`src/rtl/agex_branch_resolver.sv`:
```
// AGEX branch resolver: resolves branches/jumps, redirects FE on mispredict and queues predictor updates.
// Optional BRU_PERF_CNT_EN adds saturating perf counters for branches, mispredicts and dropped updates.
module agex_branch_resolver #(
    parameter int DBITS         = 32,
    parameter int BPBITS        = 8,
    parameter int UQ_DEPTH      = 4,
    parameter int SQUASH_CYCLES = 2
) (
    input  logic              clk,
    input  logic              reset,
    input  logic              in_valid,
    input  logic [2:0]        in_op,
    input  logic [DBITS-1:0]  in_pc,
    input  logic [DBITS-1:0]  in_imm,
    input  logic [DBITS-1:0]  in_rs1,
    input  logic [DBITS-1:0]  in_rs2,
    input  logic [DBITS-1:0]  in_pred_target,
    input  logic [BPBITS-1:0] in_pht_idx,
    output logic              redirect_valid,
    output logic [DBITS-1:0]  redirect_pc,
    output logic              branch_invalid,
    output logic              upd_valid,
    input  logic              upd_ready,
    output logic              upd_dir,
    output logic [BPBITS-1:0] upd_idx,
    output logic [DBITS-1:0]  upd_target,
    output logic [DBITS-1:0]  upd_pc
`ifdef BRU_PERF_CNT_EN
    ,
    output logic [31:0]       perf_branches,
    output logic [31:0]       perf_mispredicts,
    output logic [31:0]       perf_upd_drops
`endif
);

    localparam int AW = $clog2(UQ_DEPTH);
    localparam int CW = AW + 1;
    localparam logic [2:0]    SQ_INIT  = 3'(SQUASH_CYCLES - 1);
    localparam logic [CW-1:0] FULL_CNT = CW'(UQ_DEPTH);

    localparam logic [2:0] OP_BEQ  = 3'd0;
    localparam logic [2:0] OP_BNE  = 3'd1;
    localparam logic [2:0] OP_BLT  = 3'd2;
    localparam logic [2:0] OP_BGE  = 3'd3;
    localparam logic [2:0] OP_BLTU = 3'd4;
    localparam logic [2:0] OP_BGEU = 3'd5;
    localparam logic [2:0] OP_JAL  = 3'd6;
    localparam logic [2:0] OP_JALR = 3'd7;

    typedef enum logic {
        IDLE,
        SQUASH
    } state_t;

    typedef struct packed {
        logic              dir;
        logic [BPBITS-1:0] idx;
        logic [DBITS-1:0]  target;
        logic [DBITS-1:0]  pc;
    } upd_entry_t;

    state_t            state_q, state_d;
    logic [2:0]        sq_cnt_q, sq_cnt_d;
    logic              redirect_valid_q, redirect_valid_d;
    logic [DBITS-1:0]  redirect_pc_q, redirect_pc_d;

    upd_entry_t        mem_q [UQ_DEPTH];
    upd_entry_t        mem_d [UQ_DEPTH];
    logic [AW-1:0]     wr_ptr_q, wr_ptr_d;
    logic [AW-1:0]     rd_ptr_q, rd_ptr_d;
    logic [CW-1:0]     count_q, count_d;

    logic              taken;
    logic [DBITS-1:0]  branch_target;
    logic [DBITS-1:0]  jalr_sum;
    logic [DBITS-1:0]  jalr_target;
    logic [DBITS-1:0]  target;
    logic [DBITS-1:0]  seq_pc;
    logic [DBITS-1:0]  actual_next;
    logic              mispredict;
    logic              accept;
    logic              fifo_full;
    logic              fifo_empty;
    logic              push;
    logic              pop;
    logic              drop;
    logic [AW-1:0]     head_sel;
    upd_entry_t        new_entry;
    upd_entry_t        head;

    // Branch condition and target resolution.
    always_comb begin
        taken = 1'b0;
        case (in_op)
            OP_BEQ:  taken = (in_rs1 == in_rs2);
            OP_BNE:  taken = (in_rs1 != in_rs2);
            OP_BLT:  taken = ($signed(in_rs1) <  $signed(in_rs2));
            OP_BGE:  taken = ($signed(in_rs1) >= $signed(in_rs2));
            OP_BLTU: taken = (in_rs1 <  in_rs2);
            OP_BGEU: taken = (in_rs1 >= in_rs2);
            OP_JAL:  taken = 1'b1;
            OP_JALR: taken = 1'b1;
            default: taken = 1'b0;
        endcase
    end

    assign branch_target = in_pc + in_imm;
    assign jalr_sum      = in_rs1 + in_imm;
    assign jalr_target   = jalr_sum & {{(DBITS-1){1'b1}}, 1'b0};
    assign target        = (in_op == OP_JALR) ? jalr_target : branch_target;
    assign seq_pc        = in_pc + DBITS'(4);
    assign actual_next   = taken ? target : seq_pc;
    assign mispredict    = (actual_next != in_pred_target);

    // Wrong-path instructions arriving during a squash are never accepted.
    assign accept = in_valid && (state_q == IDLE);

    always_ff @(posedge clk) begin
        if (reset) begin
            state_q  <= IDLE;
            sq_cnt_q <= 3'd0;
        end else begin
            state_q  <= state_d;
            sq_cnt_q <= sq_cnt_d;
        end
    end

    always_comb begin
        state_d  = state_q;
        sq_cnt_d = sq_cnt_q;
        case (state_q)
            IDLE: begin
                if (accept && mispredict) begin
                    state_d  = SQUASH;
                    sq_cnt_d = SQ_INIT;
                end
            end
            SQUASH: begin
                if (sq_cnt_q == 3'd0) begin
                    state_d = IDLE;
                end else begin
                    sq_cnt_d = sq_cnt_q - 3'd1;
                end
            end
            default: begin
                state_d  = IDLE;
                sq_cnt_d = 3'd0;
            end
        endcase
    end

    always_comb begin
        branch_invalid = (state_q == SQUASH);
    end

    // Redirect is a one-cycle pulse; the PC is held afterwards.
    always_comb begin
        redirect_valid_d = accept && mispredict;
        redirect_pc_d    = redirect_pc_q;
        if (accept && mispredict) begin
            redirect_pc_d = actual_next;
        end
    end

    always_ff @(posedge clk) begin
        if (reset) begin
            redirect_valid_q <= 1'b0;
            redirect_pc_q    <= '0;
        end else begin
            redirect_valid_q <= redirect_valid_d;
            redirect_pc_q    <= redirect_pc_d;
        end
    end

    assign redirect_valid = redirect_valid_q;
    assign redirect_pc    = redirect_pc_q;

    assign fifo_empty = (count_q == '0);
    assign fifo_full  = (count_q == FULL_CNT);
    assign pop        = !fifo_empty && upd_ready;
    assign push       = accept && (!fifo_full || pop);
    assign drop       = accept && fifo_full && !pop;
    assign new_entry  = '{dir: taken, idx: in_pht_idx, target: target, pc: in_pc};

    always_comb begin
        mem_d    = mem_q;
        wr_ptr_d = wr_ptr_q;
        rd_ptr_d = rd_ptr_q;
        count_d  = count_q;
        if (push) begin
            mem_d[wr_ptr_q] = new_entry;
            wr_ptr_d        = wr_ptr_q + AW'(1);
        end
        if (pop) begin
            rd_ptr_d = rd_ptr_q + AW'(1);
        end
        case ({push, pop})
            2'b10:   count_d = count_q + CW'(1);
            2'b01:   count_d = count_q - CW'(1);
            default: count_d = count_q;
        endcase
    end

    always_ff @(posedge clk) begin
        if (reset) begin
            mem_q    <= '{default: '0};
            wr_ptr_q <= '0;
            rd_ptr_q <= '0;
            count_q  <= '0;
        end else begin
            mem_q    <= mem_d;
            wr_ptr_q <= wr_ptr_d;
            rd_ptr_q <= rd_ptr_d;
            count_q  <= count_d;
        end
    end

    // When empty, show the most recently popped slot so upd_* keep their last value.
    assign head_sel   = fifo_empty ? (rd_ptr_q - AW'(1)) : rd_ptr_q;
    assign head       = mem_q[head_sel];
    assign upd_valid  = !fifo_empty;
    assign upd_dir    = head.dir;
    assign upd_idx    = head.idx;
    assign upd_target = head.target;
    assign upd_pc     = head.pc;

`ifdef BRU_PERF_CNT_EN
    logic [31:0] perf_branches_q, perf_branches_d;
    logic [31:0] perf_mispredicts_q, perf_mispredicts_d;
    logic [31:0] perf_upd_drops_q, perf_upd_drops_d;

    always_comb begin
        perf_branches_d    = perf_branches_q;
        perf_mispredicts_d = perf_mispredicts_q;
        perf_upd_drops_d   = perf_upd_drops_q;
        if (accept && (perf_branches_q != 32'hFFFF_FFFF)) begin
            perf_branches_d = perf_branches_q + 32'd1;
        end
        if (accept && mispredict && (perf_mispredicts_q != 32'hFFFF_FFFF)) begin
            perf_mispredicts_d = perf_mispredicts_q + 32'd1;
        end
        if (drop && (perf_upd_drops_q != 32'hFFFF_FFFF)) begin
            perf_upd_drops_d = perf_upd_drops_q + 32'd1;
        end
    end

    always_ff @(posedge clk) begin
        if (reset) begin
            perf_branches_q    <= '0;
            perf_mispredicts_q <= '0;
            perf_upd_drops_q   <= '0;
        end else begin
            perf_branches_q    <= perf_branches_d;
            perf_mispredicts_q <= perf_mispredicts_d;
            perf_upd_drops_q   <= perf_upd_drops_d;
        end
    end

    assign perf_branches    = perf_branches_q;
    assign perf_mispredicts = perf_mispredicts_q;
    assign perf_upd_drops   = perf_upd_drops_q;
`else
    logic unused_drop;
    assign unused_drop = drop;
`endif

endmodule

```
`config.mk`:
```
export PLATFORM = sky130hd
export DESIGN_NAME = agex_branch_resolver
export DESIGN_NICKNAME = d
export VERILOG_FILES = /design/src/rtl/agex_branch_resolver.sv
export SDC_FILE = /design/constraint.sdc
export NUM_CORES = 1
export LEC_CHECK = 0
export CORE_MARGIN = 2
export CORE_UTILIZATION = 40
export DETAILED_ROUTE_END_ITERATION = 10
export PLACE_DENSITY = 0.67
export REMOVE_ABC_BUFFERS = 1
export SLEW_MARGIN = 20
export SYNTH_ARGS = -nofsm -noshare
export SYNTH_HDL_FRONTEND = slang
export SYNTH_SLANG_ARGS = --single-unit
export TNS_END_PERCENT = 30
```
`constraint.sdc`:
```
create_clock -name clk -period 4.3 [get_ports clk]
set_input_delay 0.43 -clock clk [delete_from_list [all_inputs] [get_ports clk]]
set_output_delay 0.43 -clock clk [all_outputs]
set_load 0.05 [all_outputs]
```
Word-level counts from Yosys, hierarchy flattened
Cells that the tools add are included.

Bitwise gates (word level): 3. Equal/unequal tests: 15. Add/subtract/negate cells: 9. Muxes and demuxes: 17. Reductions and logical operators: 14. Order comparisons: 7.

Operator list (count): bitwise mux 292 bit (1); two-way mux 73 bit (3); binary-select mux 73 bit (select 2 bit) (1); demux 73 bit (select 2 bit) (1); adder 32 bit (2); >= comparator 32 bit (2); less-than comparator 32 bit (2); two-way mux 32 bit (2); != test 32 bit (2); adder 32 x 3 -> 32 bit, second input constant (1); == test 32 bit (1); == test 3 bit, second input constant (5); one-hot mux 3 bit (2 select lines) (2); zero test 3 bit (3); one-hot mux 1 bit (7 select lines) (1); == test 3 x 2 -> 1 bit, second input constant (2); >= comparator 3 bit, second input constant (2); two-way mux 3 bit (2); inverter 2 -> 3 bit (2); subtractor 3 x 1 -> 3 bit, second input constant (2); logical AND 1 bit (5); adder 2 x 1 -> 2 bit, second input constant (2); != test 2 bit, second input constant (2); adder 3 x 1 -> 3 bit, second input constant (1); 14 further kinds (16).

Flip-flop bits (word level): 336. Logic and storage cells: 88. Input bits: 175.

Logic depth before layout (Yosys ltp)
Gate-level depths: netlist of run 1.

Depth after elaboration: 8. Gate-level depth with buffers: 19.

Worst setup path before layout of run 1
OpenSTA, ideal clock, no wires.

Kind: input to register. Start: in in_pc[1]. End: reg redirect_pc_q[3] (netlist: redirect_pc[3]). Setup time: 72 ps. Stages: 18. Arrival time: 4391 ps. Buffers on the path: 3. Setup slack: -163 ps. Cell sequence: clkbuf_1 -> inv_1 -> fa_1 -> nor2b_1 -> o2111ai_1 -> nand4_1 -> a41oi_1 -> o32a_1 -> or4b_2 -> nand3_1 -> nor4_1 -> o32ai_1 -> nand4_1 -> or4_1 -> buf_2 -> o21ai_1 -> buf_2 -> mux2i_1.

Cells in the longest elaborated chain, start to end: 5. Elaborated cells on any way between the ends: 6. Classes of those cells: add/sub (2); eq/ne (1); mux (2); reduce/logical (1).

Ends and longest elaborated chain: start: declaration (RTL line 13) `input logic [DBITS-1:0] in_pc,`; adder 32 bit (RTL line 107) `assign branch_target = in_pc + in_imm;`; two-way mux 32 bit (RTL line 110) `assign target = (in_op == OP_JALR) ? jalr_target : branch_target;`; two-way mux 32 bit * (RTL line 112) `assign actual_next = taken ? target : seq_pc;`; != test 32 bit (RTL line 113) `assign mispredict = (actual_next != in_pred_target);`; logical AND 1 bit (RTL line 160) `if (accept && mispredict) begin`; end signal: assignment (RTL line 171) `redirect_pc_q <= redirect_pc_d;`; end: declaration (RTL line 65) `logic [DBITS-1:0] redirect_pc_q, redirect_pc_d;`.

Every way passes the cells marked *; elsewhere a longest branch is shown, timed or not. A chain may end at the register's enable or synchronous reset.

Worst setup path in the final report of run 1
Start: in in_rs1[12]. End: reg redirect_pc_q[30] (netlist: redirect_pc[30]).

Cells in the longest elaborated chain, start to end: 5. Elaborated cells on any way between the ends: 12. Classes of those cells: add/sub (1); order compare (4); eq/ne (3); mux (3); reduce/logical (1).

Ends and longest elaborated chain: start: declaration (RTL line 15) `input logic [DBITS-1:0] in_rs1,`; >= comparator 32 bit (tied with other cells) (RTL line 100) `OP_BGEU: taken = (in_rs1 >= in_rs2);`; one-hot mux 1 bit (7 select lines) or two-way mux 32 bit (tied branches) (RTL line 94, 110); two-way mux 32 bit * (RTL line 112); != test 32 bit (RTL line 113); logical AND 1 bit (RTL line 160).

Marks and branches as above.

==> impl_metrics.py, run 1 <==
metrics = {
    "status": {
        "status": "finished clean",
    },
    "clocking": {
        "h-tree-depth": 2,
        "clk_pin_slew_ns": 0.06,
        "holdBufCountCts": 0,
        "cts_made_buffers": 36,
        "clock_latency_ns": 0.54,
        "cts_tree": "done",
        "cts_root_buf": "clkbuf_16",
        "cts_sinks": 336,
        "clock_path_buffers": 3,
    },
    "routing": {
        "wire_per_inst_um": 20.74,
        "drc": 0,
        "vias_per_cell": 5.600,
        "firstDrtPassIters": 6,
        "num_vias": 21290,
        "ant_nets": 0,
        "drt_wl_total_um": 78870,
        "drtIter0Drc": 1636,
    },
    "power": {
        "pwr-share-comb_pct": 49.6,
        "power_switching_mw": 5.186,
        "power.density_nw_per_um2": 441.6,
        "p_seq_share_pct": 26.8,
        "power.clock.fraction_pct": 23.6,
        "internal_power_mw": 7.839,
        "leakage_nw": 11.58,
        "swShare_pct": 39.82,
        "ir_drop_uv": 735.5,
        "power.total_mw": 13.03,
    },
    "global_routing": {
        "grt_pass1_vias": 20690,
        "antenna_found_initial": 3,
        "grt_max_degree": 133,
        "grt_remaining_overflow": 0,
        "grt_pass1_wl_um": 118700,
        "track_usage_pct": 28.66,
    },
    "sta": {
        "rsz0062_at_grt": "yes",
        "timing.hold.ws_ns": 0.3764,
        "final-setup-viol-count": 0,
        "fin_crit_ns": 4.258,
        "finalHoldViolCount": 0,
        "worstMarginPinSlew_ns": 0.8889,
        "slew_viol_final": 0,
        "clock_skew_ns": 0.01936,
        "tns_ns": 0,
        "fin_crit_sh_pct": 99.03,
        "fmax_ghz": 0.2348,
        "relSlewSlack_pct": 40.74,
    },
    "yosys": {
        "synth_seq_cells": 336,
        "yosysUniqueCellTypes": 99,
        "syn_avg_cell_area_um2": 8.199,
        "ys_seq_area_share_pct": 32.96,
        "synthesis.area_um2": 20410,
        "synth-edff-count": 0,
        "synth_warnings": 0,
        "synth_cells": 2489,
        "synth_ff_type": "dfxtp_1",
        "synthArstFlopShare_pct": 0,
    },
    "critical_path": {
        "crit_fanout": 7,
        "crit_buf_inv": 5,
        "crit_required_ns": 4.73,
        "arrival_ns": 4.69,
        "crit_chain": "buf_4 -> ha_4 -> nand4_1 -> nor3_2 -> buf_4 -> o21ai_4 -> a31oi_4 -> o31a_1 -> o211ai_4 -> buf_12 -> buf_6 -> mux2i_4 -> xor2_2 -> or4_4 -> or4b_4 -> nor4_4 -> buf_6 -> nor2_4 -> mux2_4",
        "crit_path_max_incr_delay_ns": 0.54,
        "crit_family": "simple AND/OR/NAND/NOR gates",
        "end_kind": "flip-flop",
        "path_class": "input pin to flip-flop",
        "crit_slowest_cell": "or4b_4",
        "cp-start-kind": "input pin",
    },
    "place": {
        "dp_hpwl_um": 58890,
        "place.gp.congestion": 0.9235,
        "placed_cell_area_um2": 26720,
        "place_inst": 3695,
        "portBuffers": 282,
    },
    "job": {
        "maxCapViolations": 0,
    },
    "cells_and_area": {
        "layout-drive-gt1-share_pct": 29.02,
        "fill_cells": 4501,
        "finish.instance_area_um2": 29500,
        "fin_nets": 3383,
        "multi_input_area_um2": 14040,
        "regArea_um2": 6726,
        "area_growth_pct": 44.54,
        "final_cells": 3802,
    },
    "floorplan": {
        "core-area_um2": 50270,
        "die_area_um2": 52840,
        "fp.dieW_um": 229.9,
        "num_rows": 82,
        "start_util_pct": 40.59,
        "die_y_um": 229.9,
        "boundaryPins": 283,
    },
    "min_path": {
        "hold_class": "input pin to flip-flop",
    },
}
-- stage by stage --
| stage | setup WS (ns) | utilization [%] |
|---|---|---|
| CTS | 0.00003952 | 57.39 |
| global placement | -1.090 | 53.16 |
| floorplan | -4.196 | - |
| global route | -0.1339 | 58.67 |
| detailed placement | -1.214 | 53.16 |
| finish | 0.04183 | 58.67 |
-- flip-flops by register name (all words and copies together) (netlist names) --
signal and flops:
count_q 3, rd_ptr_q 2, redirect_valid 1, branch_invalid 1
wr_ptr_q 2, sq_cnt_q 3, redirect_pc 32, mem_q 292
-- cell usage after synthesis, drive strengths merged (10+ instances only) --
cell / count / area (um2)
o31ai: 11 / 82.58
xnor2: 42 / 367.9
a31oi: 18 / 125.1
o21ai: 83 / 422.9
inv: 72 / 270.3
and3: 14 / 87.58
dfxtp: 336 / 6726
ha: 101 / 1264
nand4: 33 / 225.2
mux2i: 34 / 344.1
nor4: 12 / 105.1
mux4: 73 / 1644
nand2b: 16 / 100.1
nor3: 35 / 180.2
clkbuf: 159 / 658.1
a211oi: 113 / 863.3
a21o: 36 / 274.0
a211o: 16 / 143.9
o211ai: 32 / 245.2
and2: 15 / 93.84
nand3: 42 / 210.2
o21a: 12 / 90.09
or2: 10 / 62.56
buf: 18 / 132.6
xor2: 57 / 499.2
nor2b: 22 / 137.6
nand2: 441 / 1658
or3: 18 / 120.1
a21oi: 282 / 1411
nor2: 229 / 862.1
-- placed cells by master (no fill, tap or decap), types with 20 or more instances in the layout --
master / synthesis / final
nand4_1: 30 / 30
o211ai_1: 31 / 31
o21ai_0: 63 / 52
nand3_1: 42 / 39
a21o_1: 33 / 33
a21oi_1: 282 / 268
o21ai_1: 18 / 23
a211oi_1: 110 / 101
ha_4: 0 / 50
buf_6: 3 / 26
nor2_1: 228 / 223
clkbuf_16: 0 / 37
inv_1: 72 / 43
buf_4: 1 / 438
dfxtp_1: 336 / 336
inv_2: 0 / 28
clkdlybuf4s50_1: 0 / 174
nand2_1: 440 / 434
ha_1: 101 / 47
nor3_1: 34 / 32
mux4_2: 73 / 73
dlymetal6s2s_1: 0 / 24
clkbuf_2: 1 / 54
xor2_1: 57 / 50
nor2b_1: 22 / 20
xnor2_1: 42 / 40
mux2i_1: 33 / 23
-- power groups by stage --
stage | clock, mW | combinational [mW] | sequential [mW]
3_5_place_dp | 0 | 6.13 | 3.56
2_1_floorplan | 0 | 2.80 | 3.62
4_1_cts | 3.11 | 6.31 | 3.49
5_1_grt | 3.22 | 6.84 | 3.51
3_3_place_gp | 0 | 6.11 | 3.54
6_report | 3.08 | 6.46 | 3.49
-- final timing paths --
check / start / end / slack, ns / depth (start not counted)
max: in_rs1[12] / redirect_pc[30]$_SDFFE_PP0P_ / 0.04 / 19
min: reset / mem_q[170]$_SDFFE_PP0P_ / 0.38 / 2
max reg2reg: branch_invalid$_SDFF_PP0_ / mem_q[118]$_SDFFE_PP0P_ / 1.24 / 6
min reg2reg: mem_q[3]$_SDFFE_PP0P_ / mem_q[3]$_SDFFE_PP0P_ / 0.45 / 2
-- cells by family (layout without fill, tap and decap cells) --
logic type               count (synthesis)  in the layout  share of synthesized area (%)
XOR/XNOR                                99             99                          4.249
AND/OR/NAND/NOR                        922            922                          20.32
other                                    0              1                              0
buffers and inverters                  251            891                          5.303
multiplexers                           113            113                          10.07
adder cells (fa/ha/maj)                104            104                          6.487
flip-flops                             336            336                          32.96
AO/OA/AOI/OAI                          664            664                          20.61
-- routing by layer --
metal  up-vias  wire [um]  GRT usage [%]
li1      10110          -              -
met1     10240      33650          38.72
met5         -         23              0
met2       798      36650          46.50
met3       141       5503          3.919
met4         4       3046          10.85
-- what timing repair did --
item                       in CTS  in global routing
setup endpoints to repair      37                 37
setup buffers                  24                 19
gates cloned                    0                  1
resized for setup             245                273
pin swaps                      71                109
-- final cells by class --
class	instances	area share [%]
clock inverters	11	0.4200
clock buffers	52	3.495
inverters	72	0.9247
flip-flops and latches	336	22.80
repair buffers	756	21.89
well taps	672	2.851
diodes	1	0.008484
multi-input cells	1902	47.61
Power figures use the tool's default switching activity.
==> run 2: changes to the inputs <==
- SLEW_MARGIN: 20 -> 25
==> results of run 2 <==
Same layout as run 1: the final DEF is identical, and so are final timing and power.
